--- src/rtl/lsu_mem_port.sv ---
// Load/store unit memory port: decodes size/alignment, drives a single-beat memory
// request, waits for ack with a bounded timeout, and aligns and extends load data.
module lsu_mem_port #(
  parameter int unsigned TIMEOUT = 15
) (
  input  logic        clk,
  input  logic        rst_n,
  input  logic        req_valid,
  input  logic        MemRW,
  input  logic [1:0]  S_Sel,
  input  logic [1:0]  L_Sel,
  input  logic        L_sign,
  input  logic [31:0] addr,
  input  logic [31:0] wdata,
  output logic        req_ready,
  output logic        stall,
  output logic [31:0] rdata,
  output logic        rdata_valid,
  output logic        err,
  output logic        mem_en,
  output logic        mem_we,
  output logic [3:0]  mem_be,
  output logic [29:0] mem_addr,
  output logic [31:0] mem_wdata,
  input  logic [31:0] mem_rdata,
  input  logic        mem_ack
);

  localparam int unsigned CntW = (TIMEOUT < 2) ? 1 : $clog2(TIMEOUT + 1);

  typedef enum logic [1:0] {StIdle, StAccess, StDone} state_e;

  state_e state_q, state_d;

  logic [CntW-1:0] cnt_q;
  logic            we_q;
  logic [1:0]      size_q;
  logic            zext_q;
  logic [1:0]      addr_lo_q;
  logic [29:0]     mem_addr_q;
  logic [3:0]      be_q;
  logic [31:0]     wdata_q;
  logic            mem_en_q;
  logic [31:0]     rdata_q;
  logic            rdata_valid_q;
  logic            err_q;

  logic [1:0]  req_size;
  logic        req_aligned;
  logic [3:0]  req_be;
  logic [31:0] req_wdata;
  logic        accept;
  logic        start;
  logic        in_access;
  logic        timeout_hit;
  logic [31:0] shifted;
  logic [31:0] load_data;

  // Request decode: size 11 never aligns, so it always takes the error path.
  always_comb begin
    req_size    = MemRW ? S_Sel : L_Sel;
    req_aligned = 1'b0;
    req_be      = 4'b0000;
    req_wdata   = wdata;
    unique case (req_size)
      2'b00: begin
        req_aligned = 1'b1;
        req_be      = 4'b0001 << addr[1:0];
        req_wdata   = {4{wdata[7:0]}};
      end
      2'b01: begin
        req_aligned = ~addr[0];
        req_be      = addr[1] ? 4'b1100 : 4'b0011;
        req_wdata   = {2{wdata[15:0]}};
      end
      2'b10: begin
        req_aligned = (addr[1:0] == 2'b00);
        req_be      = 4'b1111;
        req_wdata   = wdata;
      end
      2'b11: begin
        req_aligned = 1'b0;
      end
    endcase
  end

  always_comb begin
    accept      = (state_q == StIdle) && req_valid;
    start       = accept && req_aligned;
    in_access   = (state_q == StAccess);
    // A same-cycle ack wins over the timeout.
    timeout_hit = in_access && !mem_ack && (cnt_q == CntW'(TIMEOUT - 1));
  end

  // Load alignment: bring the addressed lane down to bit 0, then extend.
  always_comb begin
    shifted   = mem_rdata >> {addr_lo_q, 3'b000};
    load_data = shifted;
    case (size_q)
      2'b00:   load_data = {{24{~zext_q & shifted[7]}}, shifted[7:0]};
      2'b01:   load_data = {{16{~zext_q & shifted[15]}}, shifted[15:0]};
      default: load_data = shifted;
    endcase
  end

  // State register
  always_ff @(posedge clk or negedge rst_n) begin
    if (!rst_n) begin
      state_q <= StIdle;
    end else begin
      state_q <= state_d;
    end
  end

  // Next-state logic
  always_comb begin
    state_d = state_q;
    unique case (state_q)
      StIdle: begin
        if (start) state_d = StAccess;
      end
      StAccess: begin
        if (mem_ack || timeout_hit) state_d = StDone;
      end
      StDone: begin
        state_d = StIdle;
      end
      default: begin
        state_d = StIdle;
      end
    endcase
  end

  // Output logic
  always_comb begin
    req_ready   = (state_q == StIdle);
    stall       = (req_valid && (state_q == StIdle)) || (state_q == StAccess);
    rdata       = rdata_q;
    rdata_valid = rdata_valid_q;
    err         = err_q;
    mem_en      = mem_en_q;
    mem_we      = we_q;
    mem_be      = be_q;
    mem_addr    = mem_addr_q;
    mem_wdata   = wdata_q;
  end

  // Request latch, wait counter and load result
  always_ff @(posedge clk or negedge rst_n) begin
    if (!rst_n) begin
      cnt_q         <= '0;
      we_q          <= 1'b0;
      size_q        <= 2'b00;
      zext_q        <= 1'b0;
      addr_lo_q     <= 2'b00;
      mem_addr_q    <= '0;
      be_q          <= 4'b0000;
      wdata_q       <= '0;
      mem_en_q      <= 1'b0;
      rdata_q       <= '0;
      rdata_valid_q <= 1'b0;
      err_q         <= 1'b0;
    end else begin
      rdata_valid_q <= 1'b0;
      err_q         <= 1'b0;
      if (accept) begin
        we_q       <= MemRW;
        size_q     <= req_size;
        zext_q     <= L_sign;
        addr_lo_q  <= addr[1:0];
        mem_addr_q <= addr[31:2];
        be_q       <= req_be;
        wdata_q    <= req_wdata;
        cnt_q      <= '0;
        mem_en_q   <= req_aligned;
        err_q      <= ~req_aligned;
      end
      if (in_access) begin
        if (mem_ack) begin
          mem_en_q <= 1'b0;
          if (!we_q) begin
            rdata_q       <= load_data;
            rdata_valid_q <= 1'b1;
          end
        end else if (timeout_hit) begin
          mem_en_q <= 1'b0;
          err_q    <= 1'b1;
          if (!we_q) rdata_q <= '0;
        end else begin
          cnt_q <= cnt_q + CntW'(1);
        end
      end
    end
  end

endmodule

--- config.mk ---
export PLATFORM = sky130hd
export DESIGN_NAME = lsu_mem_port
export DESIGN_NICKNAME = d
export VERILOG_FILES = /design/src/rtl/lsu_mem_port.sv
export SDC_FILE = /design/constraint.sdc
export NUM_CORES = 1
export LEC_CHECK = 0
export CAP_MARGIN = 20
export CORE_MARGIN = 4
export CORE_UTILIZATION = 38
export CTS_CLUSTER_SIZE = 24
export DETAILED_ROUTE_END_ITERATION = 8
export PLACE_DENSITY = 0.79
export REMOVE_ABC_BUFFERS = 1
export SLEW_MARGIN = 20
export SYNTH_ARGS = -nofsm -noshare
export SYNTH_HDL_FRONTEND = slang
export SYNTH_SLANG_ARGS = --single-unit
--- constraint.sdc ---
create_clock -name clk -period 2.7 [get_ports clk]
set_clock_uncertainty 0.15 [all_clocks]
set_input_delay 0.405 -clock clk [delete_from_list [all_inputs] [get_ports clk]]
set_output_delay 0.405 -clock clk [all_outputs]
set_load 0.02 [all_outputs]
==> results of run 1 <==
## metal layers
| layer | track usage (%) | up-vias | wire length [um] |
|---|---|---|---|
| li1 | - | 2298 | - |
| met1 | 25.0 | 2407 | 6630 |
| met2 | 34.2 | 251 | 7960 |
| met3 | 8.36 | 31 | 1590 |
| met4 | 7.78 | 0 | 318 |
| met5 | 0 | - | 0 |
## layout by cell type, fill, tap and decap left out, drive strengths merged, types with 3 or more instances in the layout
| cell type | Yosys | final |
|---|---|---|
| o21ai | 49 | 49 |
| nand3 | 3 | 3 |
| mux2 | 10 | 10 |
| nand2 | 195 | 195 |
| dfrtp | 113 | 113 |
| mux2i | 25 | 25 |
| clkinvlp | 0 | 3 |
| buf | 15 | 15 |
| inv | 5 | 5 |
| nand3b | 8 | 8 |
| clkinv | 0 | 5 |
| a21o | 9 | 9 |
| bufinv | 0 | 4 |
| a21oi | 15 | 15 |
| a221o | 16 | 16 |
| nor3b | 4 | 4 |
| clkdlybuf4s50 | 0 | 208 |
| o211ai | 9 | 9 |
| clkbuf | 24 | 20 |
| nor2 | 17 | 17 |
| a31oi | 18 | 18 |
## kinds of logic (layout without fill, tap and decap cells)
kind of cell | Yosys count | in the layout | synth area share [%]
buf+inv | 44 | 261 | 4.39
simple gates | 234 | 234 | 18.5
compound gates | 123 | 123 | 15.2
fa+ha+maj | 2 | 2 | 0.477
flops | 113 | 113 | 54.0
mux | 36 | 36 | 7.43
## cells in the mapped netlist
master	count	area (um2)
a21o_1	9	67.6
a21oi_1	15	75.1
a221o_1	16	160
a311oi_1	2	17.5
a31o_2	1	8.76
a31oi_1	18	113
a32o_1	1	10.0
and3_4	1	11.3
buf_1	2	7.51
buf_2	5	25.0
buf_4	1	7.51
buf_6	7	78.8
clkbuf_1	24	90.1
dfrtp_1	113	2830
ha_1	2	25.0
inv_1	4	15.0
inv_4	1	6.26
mux2_2	10	113
mux2i_1	24	240
mux2i_2	1	13.8
mux4_2	1	22.5
nand2_1	195	732
nand3_1	3	15.0
nand3b_1	8	60.1
nand4bb_1	1	11.3
nor2_1	17	63.8
nor2b_1	1	6.26
nor2b_4	1	13.8
nor3_1	1	5.00
nor3b_1	3	22.5
nor3b_2	1	12.5
o211a_4	1	17.5
o211ai_1	9	67.6
o21ai_0	49	245
o2bb2ai_1	1	8.76
o31ai_1	1	7.51
or2_2	1	6.26
or4b_1	1	10.0
## area by class of cell
cell class	count	area, um2
fillers	1109	5210
flip-flops and latches	113	2830
repair buffers	224	2240
multi-input cells	395	2190
clock buffers	20	457
well taps	176	220
clock inverters	12	183
inverters	5	21.3
## power by group through the flow
stage | sequential, uW | combinational (uW) | clock [uW]
floorplan | 3130 | 767 | 0
global route | 2620 | 3080 | 2520
global placement | 2560 | 2830 | 0
finish | 2560 | 2880 | 2390
detailed placement | 2570 | 2890 | 0
CTS | 2550 | 2910 | 2430
## what timing repair did
item | 4_1_cts | 5_1_grt
hold buffers | 1 | 0
endpoints found under the hold margin | 32 | 0
setup buffers | 0 | 0
## registers in the layout (all words and copies together), names as in the netlist
| signal | flops |
|---|---|
| mem_wdata | 32 |
| rdata | 32 |
| mem_addr | 30 |
| cnt_q | 4 |
| mem_be | 4 |
| addr_lo_q | 2 |
| size_q | 2 |
| state_q | 2 |
| err | 1 |
| mem_en | 1 |
| mem_we | 1 |
| rdata_valid | 1 |
| zext_q | 1 |
## worst max-delay path, cell delays in order (launching register included)
cell	delay (ns)
dfrtp_1	0.46
nor2_1	0.20
clkdlybuf4s50_1	0.63
## metrics by stage
| step | instances | utilization, % |
|---|---|---|
| after floorplan | 513 | - |
| after global placement | 912 | 56.1 |
| after detailed placement | 912 | 56.1 |
| after CTS | 945 | 61.0 |
| after global routing | 945 | 61.0 |
| final | 945 | 61.0 |
## worst paths after layout
| check | from | to | slack, ns | cells after the start |
|---|---|---|---|---|
| min in group asynchronous | rst_n | mem_addr[9]$_DFFE_PN0P_ | 0.38 | 2 |
| worst max register to register | cnt_q[0]$_DFF_PN0_ | rdata[23]$_DFFE_PN0P_ | 0.48 | 6 |
| worst min register to register | mem_addr[19]$_DFFE_PN0P_ | mem_addr[19]$_DFFE_PN0P_ | 0.32 | 2 |
| worst max-delay path | state_q[1]$_DFFE_PN0P_ | req_ready | 0.45 | 2 |
| worst min-delay path | mem_addr[19]$_DFFE_PN0P_ | mem_addr[19]$_DFFE_PN0P_ | 0.32 | 2 |
| max in group asynchronous | rst_n | mem_be[3]$_DFFE_PN0P_ | 1.35 | 3 |
==> impl_results.md, run 1 <==
- Status: finished clean
- Setup-failing EPs final: 0
- Finished Cell Area: 8140 um2
- Hold crit path type: reg2reg
- H-tree levels: 4
- Fin Setup TNS: 0 ns
- Initial antenna violation count: 0
- Initial core utilization: 39.3%
- Routed via count: 4987
- Vias in the first global route: 5221
- Final setup margin: 0.445 ns
- Post-synthesis cell type count: 38
- Clock share of power: 30.6%
- Total power: 7830 uW
- Max-Cap Viols: 0
- Grt total ovfl: 0
- Die Span X: 125 um
- Psw: 2640 uW
- Final max-slew violation count: 0
- Root buf cell: clkbuf_16
- Final Hold Slack: 0.319 ns
- Net Sw Frac: 33.7%
- Share of cells above drive strength 1: 8.71%
- Ys Warns: 0
- Routed length per instance: 17.5 um
- DRT Wirelength: 16.5 mm
- Largest net degree at the start of global routing: 77
- Cell Area, Synth: 5240 um2
- DRC Markers: 0
- Setup CP Type: reg2out
- Max-slew headroom: 59.7%
- Tmin final: 2.25 ns
- Pre-CTS WS: 0.290 ns
- IO buf count: 209
- Worst Path Required: 2.14 ns
- Sequential share of the synthesized area: 54.0%
- P_int: 5190 uW
- Total track usage: 20.9%
- Post-CTS Resized: 0
- Post-Syn Instances: 552
- GP Congestion: 0.913
- Syn_area_per_cell: 9.49 um2
- VDD IR max: 0.000415 V
- Die Span Y: 125 um
- Initial detailed-routing violation count: 435
- Worst-Margin Slew: 0.603 ns
- Crit path DAT: 1.70 ns
- Count of state elements after synthesis: 113
- P_leak: 0.00366 uW
- Die area: 15700 um2
- Flop pwr share: 32.6%
- Final net count: 864
- Largest fanout on the critical path: 7
- Final Hold Vio Count: 0
- Crit. End Element: output pin
- Worst Setup Start Kind: register
- Ant diodes: 0
- Clk slew on worst S/H paths: 0.06 ns
- FMAX: 444 MHz
- Io pins: 210
- CTS Buf Count: 17
- CTS Buffer Depth: 2
- # rows: 42
- Core area: 13300 um2
- Cell Pwr Density: 962 nW/um2
- Worst-Skew Late Latency: 0.40 ns
- Wire length of the first global-routing pass: 26.6 mm
- TritonCTS clock tree: yes
- Via/cell ratio: 5.28
- Detail Placement HPWL: 11.9 mm
- Part of the cycle the worst path needs: 83.5%
- Comb pwr share: 36.8%
- Placed inst area: 7490 um2
- Layout Area Growth over Synthesis: 55.3%
- Clock Sinks: 113
- Routed Antenna Nets: 0
- First-pass iteration count of the detailed router: 5
- RSZ-0062 raised after global routing: false
Power figures use the tool's default switching activity.
==> run 2, diff against run 1 <==
--- a/config.mk
+++ b/config.mk
@@ -10,7 +10,7 @@
 export CORE_UTILIZATION = 38
 export CTS_CLUSTER_SIZE = 24
 export DETAILED_ROUTE_END_ITERATION = 8
-export PLACE_DENSITY = 0.79
+export PLACE_DENSITY = 0.82
 export REMOVE_ABC_BUFFERS = 1
 export SLEW_MARGIN = 20
 export SYNTH_ARGS = -nofsm -noshare
==> constraint.sdc (replaced) <==
create_clock -name clk -period 2 [get_ports clk]
set_clock_uncertainty 0.15 [all_clocks]
set_input_delay 0.3 -clock clk [delete_from_list [all_inputs] [get_ports clk]]
set_output_delay 0.3 -clock clk [all_outputs]
set_load 0.02 [all_outputs]
==> impl_results.md, run 2 (synthesis results as in run 1) <==
- Status: complete, but fails checks (was finished clean)
- Violated checks: negative setup slack
- Total track usage: 20.7% (was 20.9%)
- Routed length per instance: 17.0 um (was 17.5 um)
- CP Buf/Inv Count: 2 (was 1)
- Detail Placement HPWL: 12.0 mm (was 11.9 mm)
- Finished Cell Area: 8380 um2 (was 8140 um2)
- Crit-path max cell delay: 0.49 ns (was 0.63 ns)
- Hold crit path type: in2async (was reg2reg)
- Share of cells above drive strength 1: 11.7% (was 8.71%)
- Launch point of the worst path: cnt_q[0]$_DFF_PN0_ (was state_q[1]$_DFFE_PN0P_)
- Max-Cap Viols: 0 (unchanged)
- Root buf cell: clkbuf_16 (unchanged)
- Grt total ovfl: 0 (unchanged)
- Initial core utilization: 39.3% (unchanged)
- Initial antenna violation count: 0 (unchanged)
- VDD IR max: 0.000716 V (was 0.000415 V)
- Ant diodes: 0 (unchanged)
- Vias in the first global route: 4922 (was 5221)
- Placed inst area: 7730 um2 (was 7490 um2)
- Net Sw Frac: 32.9% (was 33.7%)
- Post-CTS setup buffers: 0 (unchanged)
- Via/cell ratio: 5.11 (was 5.28)
- R2r startpoint: cnt_q[0]$_DFF_PN0_ (unchanged)
- Tmin final: 2.03 ns
- Setup CP Type: reg2reg (was reg2out)
- Die Span X: 125 um (unchanged)
- Final max-slew violation count: 0 (unchanged)
- Commonest cells after routing, fill and taps aside: clkdlybuf4s50_1, nand2_1, dfrtp_1 (unchanged)
- P_leak: 0.00381 uW (was 0.00366 uW)
- Routed via count: 4956 (was 4987)
- Final setup margin: -0.0274 ns (was 0.445 ns)
- Pre-CTS WS: -0.178 ns (was 0.290 ns)
- Clock Sinks: 113 (unchanged)
- # rows: 42 (unchanged)
- Part of the cycle the worst path needs: 101%
- H-tree levels: 4 (unchanged)
- CP Cell Sequence: inv_1 -> ha_2 -> a31oi_1 -> or4b_1 -> buf_6 -> a221o_1 (was nor2_1 -> clkdlybuf4s50_1)
- Worst-Skew Late Latency: 0.40 ns (about the same)
- Worst-Margin Slew: 0.491 ns (was 0.603 ns)
- Final Hold Vio Count: 0 (unchanged)
- Largest fanout on the critical path: 19 (was 7)
- Final Hold Slack: 0.236 ns (was 0.319 ns)
- IO buf count: 209 (unchanged)
- DRT Wirelength: 16.4 mm (was 16.5 mm)
- Layout Area Growth over Synthesis: 60.0% (was 55.3%)
- GP Congestion: 0.866 (was 0.913)
- RSZ-0062 raised after global routing: true (was false)
- Most common cell after layout, fill and taps aside: clkdlybuf4s50_1 (unchanged)
- Setup-failing EPs final: 9 (was 0)
- Wire length of the first global-routing pass: 25.8 mm (was 26.6 mm)
- Clock share of power: 30.3% (was 30.6%)
- Fin Setup TNS: -0.132 ns (was 0 ns)
- Routed Antenna Nets: 0 (unchanged)
- Core area: 13300 um2 (unchanged)
- Psw: 3500 uW (was 2640 uW)
- Initial detailed-routing violation count: 397 (was 435)
- Die Span Y: 125 um (unchanged)
- Crit. End Element: register (was output pin)
- Worst path top cell family by delay: simple AND/OR/NAND/NOR gates (was buffers and inverters)
- Io pins: 210 (unchanged)
- First-pass iteration count of the detailed router: 5 (unchanged)
- Largest net degree at the start of global routing: 45 (was 77)
- CTS Buf Count: 17 (unchanged)
- Final net count: 889 (was 864)
- P_int: 7150 uW (was 5190 uW)
- Comb pwr share: 37.5% (was 36.8%)
- CP Depth: 6 (was 2)
- Cell Pwr Density: 1270 nW/um2 (was 962 nW/um2)
- Critical path's slowest cell: or4b_1 (was clkdlybuf4s50_1)
- Crit path DAT: 2.16 ns (was 1.70 ns)
- Flop pwr share: 32.2% (was 32.6%)
- Clk slew on worst S/H paths: 0.06 ns (about the same)
- DRC Markers: 0 (unchanged)
- CTS Buffer Depth: 2 (unchanged)
- TritonCTS clock tree: yes (unchanged)
- Max-slew headroom: 67.1% (was 59.7%)
- FMAX: 493 MHz
- Worst Path Required: 2.13 ns (was 2.14 ns)
- Die area: 15700 um2 (unchanged)
- Worst Setup Start Kind: register (unchanged)
- Cell count of the worst reg-to-reg path: 6 (unchanged)
## run 2: cell count changes in the layout (fill, tap and decap cells not counted), sizes merged
| cell | change |
|---|---|
| clkbuf | +3 |
| clkdlybuf4s50 | -2 |
| buf | +25 |
| dlygate4sd2 | +2 |
| clkinv | -3 |
## run 2: cell type report
cell class              instances  area [um2]
clock buffers                  23         488
well taps                     176         220
inverters                       5        21.3
clock inverters                 9         153
repair buffers                249        2480
flip-flops and latches        113        2830
fillers                      1126        4960
multi-input cells             395        2190
## run 2: stage by stage
stage / total power (uW) / std cells / util [%]
3_3_place_gp: 7390 / 937 / 57.9
3_5_place_dp: 7460 / 937 / 57.9
2_1_floorplan: 5260 / 513 / -
6_report: 10600 / 970 / 62.8
4_1_cts: 10700 / 970 / 62.8
5_1_grt: 11200 / 970 / 62.8
## run 2: per-layer routing
layer	vias to the layer above	GRT usage (%)	part of all wire, %
li1	2352	-	-
met1	2334	25.1	41
met2	239	33.0	47
met3	31	7.89	9.2
met4	0	8.80	2.2
met5	-	0	0
## run 2: worst paths after layout
check | endpoint | slack, ns
min reg2reg | mem_addr[28]$_DFFE_PN0P_ | 0.32
min | rdata[9]$_DFFE_PN0P_ | 0.24
max reg2reg | rdata[20]$_DFFE_PN0P_ | -0.03
max in group asynchronous | mem_wdata[29]$_DFFE_PN0P_ | 0.89
min in group clk | mem_addr[28]$_DFFE_PN0P_ | 0.27
max | rdata[20]$_DFFE_PN0P_ | -0.03
## run 2: power by group through the flow
stage | Combinational (uW) | Clock (uW) | Sequential, uW
after floorplan | 1040 | 0 | 4230
after global placement | 3950 | 0 | 3440
after detailed placement | 4010 | 0 | 3450
after CTS | 4030 | 3280 | 3430
after global routing | 4270 | 3390 | 3510
final | 3990 | 3230 | 3430
## run 2: what timing repair did
action / in CTS / in global routing
resized for setup: 5 / 1
endpoints found under the setup margin: 16 / 27
hold buffers: 1 / 0
endpoints found under the hold margin: 28 / 0
pin swaps: 1 / 0
